[src/rtl/dispatch_ctrl_pkg.sv]
// Shared definitions for the dispatch stage: RV32 opcodes, dispatch classes, FSM states.
// The classify() helper is shared by the dispatcher and the decoder.
package dispatch_ctrl_pkg;

  localparam logic [6:0] OPC_LUI    = 7'b0110111;
  localparam logic [6:0] OPC_AUIPC  = 7'b0010111;
  localparam logic [6:0] OPC_JAL    = 7'b1101111;
  localparam logic [6:0] OPC_JALR   = 7'b1100111;
  localparam logic [6:0] OPC_BRANCH = 7'b1100011;
  localparam logic [6:0] OPC_LOAD   = 7'b0000011;
  localparam logic [6:0] OPC_STORE  = 7'b0100011;
  localparam logic [6:0] OPC_OP_IMM = 7'b0010011;
  localparam logic [6:0] OPC_OP     = 7'b0110011;

  typedef enum logic [1:0] {
    CLS_RS  = 2'd0,
    CLS_LSB = 2'd1,
    CLS_ROB = 2'd2
  } disp_class_e;

  typedef enum logic [1:0] {
    ST_IDLE      = 2'd0,
    ST_HOLD      = 2'd1,
    ST_WAIT_JALR = 2'd2
  } disp_state_e;

  // Opcodes the core does not implement still occupy a ROB slot so they can trap in order.
  function automatic disp_class_e classify(input logic [6:0] opc);
    disp_class_e cls;
    cls = CLS_ROB;
    case (opc)
      OPC_LOAD, OPC_STORE: cls = CLS_LSB;
      OPC_LUI, OPC_AUIPC, OPC_JAL, OPC_JALR,
      OPC_BRANCH, OPC_OP, OPC_OP_IMM: cls = CLS_RS;
      default: cls = CLS_ROB;
    endcase
    return cls;
  endfunction

endpackage

[src/rtl/dispatch_ctrl_if.sv]
// Instruction-queue, backend-full and dispatch bus between the queue/backend and dispatch_ctrl.
// master = the dispatch controller, slave = the queue/backend side.
interface dispatch_ctrl_if #(
  parameter int XLEN = 32
);

  logic            iq_valid;
  logic [XLEN-1:0] iq_inst;
  logic [XLEN-1:0] iq_pc;
  logic            iq_ready;
  logic            rob_full;
  logic            rs_full;
  logic            lsb_full;
  logic [XLEN-1:0] dec_inst;
  logic [XLEN-1:0] dec_pc;
  logic            to_rob;
  logic            to_rs;
  logic            to_lsb;

  modport master (
    input  iq_valid, iq_inst, iq_pc, rob_full, rs_full, lsb_full,
    output iq_ready, dec_inst, dec_pc, to_rob, to_rs, to_lsb
  );

  modport slave (
    output iq_valid, iq_inst, iq_pc, rob_full, rs_full, lsb_full,
    input  iq_ready, dec_inst, dec_pc, to_rob, to_rs, to_lsb
  );

endinterface

[src/rtl/dispatch_ctrl_inst_classifier.sv]
// Combinational opcode classifier: dispatch class plus JALR detect.
// Kept standalone so the decoder can reuse the same classification.
module inst_classifier
  import dispatch_ctrl_pkg::*;
(
  input  logic [6:0]  opcode,
  output disp_class_e cls,
  output logic        is_jalr
);

  always_comb begin
    cls     = classify(opcode);
    is_jalr = (opcode == OPC_JALR);
  end

endmodule

[src/rtl/dispatch_ctrl.sv]
// Single-entry dispatch stage: holds one instruction, issues it when ROB and target unit
// accept, and serialises JALR by blocking the queue until the target resolves.
module dispatch_ctrl
  import dispatch_ctrl_pkg::*;
#(
  parameter int XLEN  = 32,
  parameter int CNT_W = 16
) (
  input  logic                 clk_in,
  input  logic                 rst_in,
  input  logic                 rdy_in,
  dispatch_ctrl_if.master      bus,
  input  logic                 flush,
  input  logic                 jalr_done,
  input  logic [XLEN-1:0]      jalr_target,
  output logic                 fetch_redirect,
  output logic [XLEN-1:0]      fetch_pc,
  output logic [CNT_W-1:0]     stall_cnt,
  output logic [CNT_W-1:0]     issue_cnt
);

  disp_state_e      state_q, state_d;
  logic [XLEN-1:0]  hold_inst_q, hold_inst_d;
  logic [XLEN-1:0]  hold_pc_q, hold_pc_d;
  logic             fetch_redirect_q, fetch_redirect_d;
  logic [XLEN-1:0]  fetch_pc_q, fetch_pc_d;
  logic [CNT_W-1:0] stall_cnt_q, stall_cnt_d;
  logic [CNT_W-1:0] issue_cnt_q, issue_cnt_d;

  disp_class_e held_cls;
  logic        held_is_jalr;
  logic        unit_ok;
  logic        can_issue;
  logic        dispatch;
  logic        iq_ready_w;
  logic        pop;

  inst_classifier u_classifier (
    .opcode  (hold_inst_q[6:0]),
    .cls     (held_cls),
    .is_jalr (held_is_jalr)
  );

  // Reset gating keeps the handshake outputs quiet while the flops are being cleared.
  always_comb begin
    unit_ok = 1'b1;
    case (held_cls)
      CLS_RS:  unit_ok = !bus.rs_full;
      CLS_LSB: unit_ok = !bus.lsb_full;
      default: unit_ok = 1'b1;
    endcase
    can_issue  = (state_q == ST_HOLD) && !bus.rob_full && unit_ok;
    dispatch   = !rst_in && rdy_in && !flush && can_issue;
    iq_ready_w = !rst_in && rdy_in && !flush &&
                 ((state_q == ST_IDLE) || (dispatch && !held_is_jalr));
    pop        = iq_ready_w && bus.iq_valid;
  end

  assign bus.to_rob   = dispatch;
  assign bus.to_rs    = dispatch && (held_cls == CLS_RS);
  assign bus.to_lsb   = dispatch && (held_cls == CLS_LSB);
  assign bus.iq_ready = iq_ready_w;
  assign bus.dec_inst = hold_inst_q;
  assign bus.dec_pc   = hold_pc_q;

  assign fetch_redirect = fetch_redirect_q;
  assign fetch_pc       = fetch_pc_q;
  assign stall_cnt      = stall_cnt_q;
  assign issue_cnt      = issue_cnt_q;

  // Flush outranks everything, including a jalr_done arriving in the same cycle.
  always_comb begin
    state_d          = state_q;
    hold_inst_d      = hold_inst_q;
    hold_pc_d        = hold_pc_q;
    fetch_redirect_d = 1'b0;
    fetch_pc_d       = fetch_pc_q;
    stall_cnt_d      = stall_cnt_q;
    issue_cnt_d      = issue_cnt_q;

    if (rdy_in) begin
      if ((state_q == ST_HOLD) && !can_issue && !flush && (stall_cnt_q != {CNT_W{1'b1}})) begin
        stall_cnt_d = stall_cnt_q + {{(CNT_W-1){1'b0}}, 1'b1};
      end
      if (dispatch) begin
        issue_cnt_d = issue_cnt_q + {{(CNT_W-1){1'b0}}, 1'b1};
      end

      if (flush) begin
        state_d     = ST_IDLE;
        hold_inst_d = '0;
        hold_pc_d   = '0;
      end else begin
        case (state_q)
          ST_IDLE: begin
            if (pop) begin
              state_d     = ST_HOLD;
              hold_inst_d = bus.iq_inst;
              hold_pc_d   = bus.iq_pc;
            end
          end
          ST_HOLD: begin
            if (dispatch) begin
              if (held_is_jalr) begin
                state_d = ST_WAIT_JALR;
              end else if (pop) begin
                hold_inst_d = bus.iq_inst;
                hold_pc_d   = bus.iq_pc;
              end else begin
                state_d = ST_IDLE;
              end
            end
          end
          ST_WAIT_JALR: begin
            if (jalr_done) begin
              state_d          = ST_IDLE;
              fetch_redirect_d = 1'b1;
              fetch_pc_d       = jalr_target;
            end
          end
          default: state_d = ST_IDLE;
        endcase
      end
    end
  end

  always_ff @(posedge clk_in or posedge rst_in) begin
    if (rst_in) begin
      state_q          <= ST_IDLE;
      hold_inst_q      <= '0;
      hold_pc_q        <= '0;
      fetch_redirect_q <= 1'b0;
      fetch_pc_q       <= '0;
      stall_cnt_q      <= '0;
      issue_cnt_q      <= '0;
    end else begin
      state_q          <= state_d;
      hold_inst_q      <= hold_inst_d;
      hold_pc_q        <= hold_pc_d;
      fetch_redirect_q <= fetch_redirect_d;
      fetch_pc_q       <= fetch_pc_d;
      stall_cnt_q      <= stall_cnt_d;
      issue_cnt_q      <= issue_cnt_d;
    end
  end

endmodule
[src/flat_wrapper.sv]
// flat-port wrapper written by rule: the top's interface ports become plain ports
module dispatch_ctrl_flat import dispatch_ctrl_pkg::*;
#(
  parameter int XLEN  = 32,
  parameter int CNT_W = 16
)
  (clk_in, rst_in, rdy_in, flush, jalr_done, jalr_target, fetch_redirect, fetch_pc, stall_cnt, issue_cnt, bus_iq_valid, bus_iq_inst, bus_iq_pc, bus_rob_full, bus_rs_full, bus_lsb_full, bus_iq_ready, bus_dec_inst, bus_dec_pc, bus_to_rob, bus_to_rs, bus_to_lsb);
  dispatch_ctrl_if #(.XLEN(XLEN)) bus_i ();
  input  logic clk_in;
  input  logic rst_in;
  input  logic rdy_in;
  input  logic flush;
  input  logic jalr_done;
  input  logic [XLEN-1:0] jalr_target;
  output logic fetch_redirect;
  output logic [XLEN-1:0] fetch_pc;
  output logic [CNT_W-1:0] stall_cnt;
  output logic [CNT_W-1:0] issue_cnt;
  input wire logic [$bits(bus_i.iq_valid)-1:0] bus_iq_valid;
  input wire logic [$bits(bus_i.iq_inst)-1:0] bus_iq_inst;
  input wire logic [$bits(bus_i.iq_pc)-1:0] bus_iq_pc;
  input wire logic [$bits(bus_i.rob_full)-1:0] bus_rob_full;
  input wire logic [$bits(bus_i.rs_full)-1:0] bus_rs_full;
  input wire logic [$bits(bus_i.lsb_full)-1:0] bus_lsb_full;
  output wire logic [$bits(bus_i.iq_ready)-1:0] bus_iq_ready;
  output wire logic [$bits(bus_i.dec_inst)-1:0] bus_dec_inst;
  output wire logic [$bits(bus_i.dec_pc)-1:0] bus_dec_pc;
  output wire logic [$bits(bus_i.to_rob)-1:0] bus_to_rob;
  output wire logic [$bits(bus_i.to_rs)-1:0] bus_to_rs;
  output wire logic [$bits(bus_i.to_lsb)-1:0] bus_to_lsb;
  assign bus_i.iq_valid = bus_iq_valid;
  assign bus_i.iq_inst = bus_iq_inst;
  assign bus_i.iq_pc = bus_iq_pc;
  assign bus_i.rob_full = bus_rob_full;
  assign bus_i.rs_full = bus_rs_full;
  assign bus_i.lsb_full = bus_lsb_full;
  assign bus_iq_ready = bus_i.iq_ready;
  assign bus_dec_inst = bus_i.dec_inst;
  assign bus_dec_pc = bus_i.dec_pc;
  assign bus_to_rob = bus_i.to_rob;
  assign bus_to_rs = bus_i.to_rs;
  assign bus_to_lsb = bus_i.to_lsb;
  dispatch_ctrl #(.XLEN(XLEN), .CNT_W(CNT_W)) u_core (.clk_in(clk_in), .rst_in(rst_in), .rdy_in(rdy_in), .bus(bus_i), .flush(flush), .jalr_done(jalr_done), .jalr_target(jalr_target), .fetch_redirect(fetch_redirect), .fetch_pc(fetch_pc), .stall_cnt(stall_cnt), .issue_cnt(issue_cnt));
endmodule
[config.mk]
export PLATFORM = sky130hd
export DESIGN_NAME = dispatch_ctrl_flat
export DESIGN_NICKNAME = d
export VERILOG_FILES = /design/src/rtl/dispatch_ctrl_pkg.sv /design/src/rtl/dispatch_ctrl_if.sv /design/src/rtl/dispatch_ctrl_inst_classifier.sv /design/src/rtl/dispatch_ctrl.sv /design/src/flat_wrapper.sv
export SDC_FILE = /design/constraint.sdc
export NUM_CORES = 1
export LEC_CHECK = 0
export ABC_CLOCK_PERIOD_IN_PS = 10900
export BUFFER_PORTS_ARGS = -buffer_cell sky130_fd_sc_hd__buf_2
export CAP_MARGIN = 20
export CORE_MARGIN = 2
export CORE_UTILIZATION = 51
export CTS_CLUSTER_DIAMETER = 60
export DETAILED_ROUTE_END_ITERATION = 6
export PLACE_DENSITY = 0.92
export SETUP_SLACK_MARGIN = 0.05
export SLEW_MARGIN = 20
export SYNTH_ARGS = -nofsm -noshare
export SYNTH_HDL_FRONTEND = slang
export SYNTH_SLANG_ARGS = --single-unit
[constraint.sdc]
create_clock -name clk_in -period 10.9 [get_ports clk_in]
set_input_delay 0 -clock clk_in [delete_from_list [all_inputs] [get_ports clk_in]]
set_output_delay 0 -clock clk_in [all_outputs]
set_load 0.02 [all_outputs]
=== Word-level counts from Yosys, hierarchy flattened ===
Index checks and enable logic that the tools add are counted.

* Register bits: 131
* Input bits: 105
* Output and inout port bits: 133
* Logic and storage cells: 82

* $add $sub $neg: 2
* Equal/unequal tests: 18
* Muxes and demuxes: 23
* Bitwise operators: 1
* Reduce and logical (&&, ||, !) cells: 31

{| class="wikitable"
|+ Operator list
! kind !! count
|-
| 32-bit two-way mux || 8
|-
| 32-bit one-hot mux with 2 select lines || 2
|-
| 16-bit by 1-bit adder with 16-bit output, second input constant || 2
|-
| 7-bit by 6-bit == test with 1-bit output, second input constant || 3
|-
| 7-bit == test, second input constant || 3
|-
| 16-bit inequality test, second input constant || 1
|-
| 7-bit by 5-bit == test with 1-bit output, second input constant || 2
|-
| 1-bit logical AND || 13
|-
| 2-bit two-way mux || 6
|-
| 4-bit AND reduction || 2
|-
| 7-bit by 2-bit == test with 1-bit output, second input constant || 1
|-
| 1-bit logical NOT || 7
|-
| 7-bit OR reduction || 1
|-
| 3-bit by 2-bit inequality test with 1-bit output, second input constant || 2
|-
| 3-bit inequality test, second input constant || 2
|-
| 2-bit one-hot mux with 3 select lines || 1
|-
| 5-bit AND reduction || 1
|-
| 2-bit by 1-bit == test with 1-bit output, second input constant || 2
|-
| 2-bit logical NOT || 2
|-
| 1-bit two-way mux || 4
|-
| 4-bit by 3-bit inequality test with 1-bit output, second input constant || 1
|-
| 2-bit one-hot mux with 2 select lines || 1
|-
| 2-bit AND reduction || 2
|-
| 3-bit nonzero test || 1
|-
| other kinds (5) || 5
|}

=== Depth between registers and ports, before layout ===
* Depth in word-level cells: 16
* Depth in mapped cells: 7
* Gate-level depth less buffers: 6

=== By module ===
A second synthesis with hierarchy kept.

* Cells, all modules: 389
* Area, all modules: 5363.9 µm²

{| class="wikitable"
|+ By module, submodules not included
! module !! times used !! cells each !! area an instance (µm²) !! seq. area each (µm²)
|-
| dispatch_ctrl || 1 || 378 || 5307.6 || 3278.1
|-
| inst_classifier || 1 || 11 || 56.3 || 0.0
|}

=== Worst setup path after synthesis ===
OpenSTA, ideal clock, no wires.

* Kind: register to register
* Start: reg u_core.hold_inst_q[6], in the netlist u_core.bus.dec_inst[6]
* End: reg u_core.hold_inst_q[6], in the netlist u_core.bus.dec_inst[6]
* Arrival: 1.989 ns
* Setup slack: 8.790 ns
* Stages on the path, launching flop included: 7
* Period minus slack after synthesis: 2.110 ns
* Cells stage by stage: dfrtp_1 -> and4b_1 -> o31a_1 -> nor4_2 -> o311ai_4 -> buf_6 -> a22o_1

* Word-level cells in the longest chain between the ends: 16
* Elaborated cells between the ends (all ways): 30

{| class="wikitable"
|+ Ends and longest elaborated chain
! element !! line !! source
|-
| start: declaration || dispatch_ctrl.sv:23 || <nowiki>logic [XLEN-1:0] hold_inst_q, hold_inst_d;</nowiki>
|-
| start signal: assignment || dispatch_ctrl.sv:138 || <nowiki>hold_inst_q <= hold_inst_d;</nowiki>
|-
| 7-bit by 6-bit == test with 1-bit output (tied with other cells) || dispatch_ctrl_pkg.sv:31 || <nowiki>case (opc)</nowiki>
|-
| 7-bit OR reduction / 2-bit OR reduction (equally long branches) || dispatch_ctrl_pkg.sv:31 ||
|-
| 2-bit one-hot mux with 2 select lines || dispatch_ctrl_pkg.sv:31 ||
|-
| 2-bit by 1-bit == test with 1-bit output / 2-bit logical NOT (equally long branches) || dispatch_ctrl.sv:47 || <nowiki>case (held_cls)</nowiki>
|-
| 1-bit one-hot mux with 2 select lines || dispatch_ctrl.sv:47 ||
|-
| 1-bit logical AND || dispatch_ctrl.sv:52 || <nowiki>can_issue = (state_q == ST_HOLD) && !bus.rob_full && unit_ok;</nowiki>
|-
| 1-bit logical AND || dispatch_ctrl.sv:53 || <nowiki>dispatch = !rst_in && rdy_in && !flush && can_issue;</nowiki>
|-
| 1-bit logical AND || dispatch_ctrl.sv:55 || <nowiki>((state_q == ST_IDLE) || (dispatch && !held_is_jalr));</nowiki>
|-
| 1-bit logical OR || dispatch_ctrl.sv:55 ||
|-
| 1-bit logical AND || dispatch_ctrl.sv:54 || <nowiki>iq_ready_w = !rst_in && rdy_in && !flush &&</nowiki>
|-
| 1-bit logical AND || dispatch_ctrl.sv:56 || <nowiki>pop = iq_ready_w && bus.iq_valid;</nowiki>
|-
| 32-bit two-way mux (3 in series) || -- ||
|-
| 32-bit one-hot mux with 2 select lines || -- ||
|-
| 32-bit two-way mux || -- ||
|}

Several ways; a longest one is shown, not always the timed one. The select of a mux whose other input is x is not followed.
A chain may end at the register's enable or synchronous reset.

=== Worst setup path after layout ===
* Start: reg u_core.hold_inst_q[6], in the netlist u_core.bus.dec_inst[6]
* End: reg u_core.hold_inst_q[10], in the netlist u_core.bus.dec_inst[10]

The elaborated chain is that of the path after synthesis.

==> qor.yml <==
routed_wirelength_um: 17970
setup-violations-final: 0
cp.depth: 5
period_share_pct: 25.18
ys_types: 43
synthesis.area_mm2: 0.005299
gp_congestion: 0.8080
area_delta_synth_final_pct: 53.81
skew_ns: 0.01511
io_pins: 238
outcome: "finished, final reports clean"
cts_setup_buffers: 0
fin_area_mm2: 0.008150
grt_pass1_wl_um: 27790
ys.warnings.count: 0
power.switching_uw: 331.4
cts_buffers: 17
initial_core_util_pct: 52.03
holdPathStages: 5
first_iter_violations: 328
ctsResizeCount: 0
die-area_mm2: 0.01122
grt_antenna_before_repair: 0
synth_common_cells: "dfrtp_1, nand2_1, a22o_1"
final_nets: 884
fmax_mhz: 364.3
finalHoldViolations: 0
pwr-share-seq_pct: 41.8
cts_tree: "done"
cts_sinks: 131
grt-ovfl-total: 0
synth_edf_count: 0
yosysSeqAreaShare_pct: 61.87
cp_cell_sequence: "and4b_1, o31a_1, o32ai_1, and2b_4, a22o_1"
route.detailed.drc: 0
sw_frac_of_total_pct: 25.92
min_period_ns: 2.745
first_global_vias: 5270
routedWlPerCell_um: 19.41
ant_nets: 0
final_util_pct: 80.02
drv_slew: 0
clk_latency_ns: 0.54
synth_top_area_share_pct: 61.87
cp_slowest_cell: "and2b_4"
clockBufferDepth: 2
h-tree-depth: 4
powerDensity_mw_per_mm2: 156.9
postSynthAreaPerCell_um2: 12.13
cp.required_ns: 11.36
root_buffer: "clkbuf_8"
arrival_ns: 3.20
drtPass1Iterations: 5
peakVddDrop_v: 0.00009823
max_cap_violations: 0
synth.ff_latch_count: 131
crit_buf_inv: 0
fp.dieW_um: 105.9
crit_path_start_kind: "flop"
place_hpwl_um: 9923
synth_area_leaders: "dfrtp_1, a22o_1, nand2_1"
vias_per_cell: 5.559
synthCells: 437
hold_path.class: "input pin to flop"
ys.flop_type: "dfrtp_1"
crit_type: "flop to flop"
power.internal_uw: 947.3
worst-path-max-fanout: 65
synth.most_common_cell: "dfrtp_1"
rsz0062_at_grt: "false"
die_h_um: 105.9
clkPwrFrac_pct: 45.4
slowest_delay_ns: 0.76
power_leakage_nw: 4.473
via_count: 5148
place_area_mm2: 0.006534
worst-slew-pin-transition_ns: 1.037
core_area_mm2: 0.01018
grt_start_max_net_pins: 72
fp-row-count: 37
grt_util_all_layers_pct: 32.92
diodes: 0
syn_nets: 544
rr_worst_depth: 5
cp_top_family: "compound AO/OA/AOI/OAI gates"
drive_gt1_share_pct: 36.71
end_kind: "flop"
portBuffers: 237
tns_ns: 0
power_frac_comb_pct: 12.8
yosysTopAreaCell: "dfrtp_1"
max_slew_margin_pct: 30.77
clk_pin_slew_ns: 0.07
holdBufCountCts: 101
async_flop_share_pct: 100.0
[state kept, by name (all words and copies together) (netlist names)]
name,flops
u_core.issue_cnt,16
u_core.fetch_redirect,1
u_core.bus.dec_pc,32
u_core.fetch_pc,32
u_core.bus.dec_inst,32
u_core.state_q,2
u_core.stall_cnt,16
[layout make-up]
cell class | count | area, um^2
Timing Repair Buffer | 340 | 2212
Clock inverter | 12 | 156.4
Sequential cell | 131 | 3278
Multi-Input combinational cell | 282 | 1867
Tap cell | 136 | 170.2
Clock buffer | 20 | 445.4
Inverter | 5 | 21.27
Fill cell | 563 | 2034
[kinds of logic (layout without fill, tap and decap cells)]
family | count (synthesis) | after routing | share of synthesized area, %
AOI/OAI and AO/OA | 77 | 77 | 13.70
adders and majority gates | 2 | 2 | 0.4722
DFF | 131 | 131 | 61.87
and+or+nand+nor | 173 | 173 | 16.01
buffers and inverters | 24 | 377 | 2.998
xor gates and xnor gates | 30 | 30 | 4.959
[stage by stage]
| stage | instances | setup WS, ns | hold slack (ns) | total power [mW] |
|---|---|---|---|---|
| 2_1_floorplan | 437 | 7.402 | 0.1054 | 0.6131 |
| 3_3_place_gp | 793 | 8.196 | 0.1773 | 0.6651 |
| 3_5_place_dp | 793 | 8.022 | 0.1907 | 0.6710 |
| 4_1_cts | 926 | 7.978 | 0.02632 | 1.272 |
| 5_1_grt | 926 | 8.060 | 0.04917 | 1.322 |
| 6_report | 926 | 8.155 | 0.05591 | 1.279 |
[path summary, 6_finish.rpt]
path                                                        to  slack [ns]                          startpoint
min in group asynchronous     u_core.stall_cnt[14]$_DFFE_PP0P_        0.16                              rst_in
hold reg to reg               u_core.issue_cnt[15]$_DFFE_PP0P_        0.48    u_core.issue_cnt[15]$_DFFE_PP0P_
setup reg to reg           u_core.bus.dec_inst[10]$_DFFE_PP0P_        8.16  u_core.bus.dec_inst[6]$_DFFE_PP0P_
setup / recovery           u_core.bus.dec_inst[10]$_DFFE_PP0P_        8.16  u_core.bus.dec_inst[6]$_DFFE_PP0P_
max in group asynchronous      u_core.issue_cnt[7]$_DFFE_PP0P_        9.38                              rst_in
hold / removal                 u_core.issue_cnt[1]$_DFFE_PP0P_        0.06                        bus_rob_full
[routing by layer]
layer | wire length (um) | global-route usage [%] | vias up | part of all wire [%]
met3 | 1572 | 9.871 | 87 | 8.7
met2 | 9152 | 54.33 | 350 | 51
li1 | - | - | 2238 | -
met1 | 6282 | 37.28 | 2473 | 35
met4 | 964 | 21.24 | 0 | 5.4
met5 | 0 | 0 | - | 0
[placed cells by master, fill, tap and decap left out, types with 2 or more instances in the layout]
master         Yosys  final
buf_2              1    237
dfrtp_1          131    131
nand2_1          115    114
dlygate4sd3_1      0    101
a22o_1            60     60
xnor2_1           22     22
clkbuf_16          0     16
nand4_1           13     13
nand3_1            8      8
xor2_1             8      8
nor3_1             6      6
nor3b_1            4      4
and3_1             4      4
and2_1             4      4
a22o_2             4      4
and4_1             4      4
clkinvlp_4         0      4
and4bb_2           3      3
inv_1              4      3
nor4_2             3      3
clkbuf_8           0      3
clkinv_4           0      3
bufinv_16          0      3
a211o_2            2      2
o31ai_1            2      2
ha_1               2      2
clkinv_2           0      2
buf_4              6      2
[worst min-delay path, stage by stage]
cell and delay [ns]:
buf_2 0.13, a2111oi_4 0.04, nand2_1 0.23, nand2_1 0.09, nand2_1 0.06
[power by group through the flow]
stage / logic (mW) / registers (mW) / clock network [mW]
final: 0.163 / 0.535 / 0.580
after global routing: 0.175 / 0.538 / 0.609
after CTS: 0.159 / 0.533 / 0.580
after detailed placement: 0.131 / 0.540 / 0
after global placement: 0.126 / 0.539 / 0
after floorplan: 0.0452 / 0.568 / 0
No activity file was read; power rests on OpenSTA's default activity.
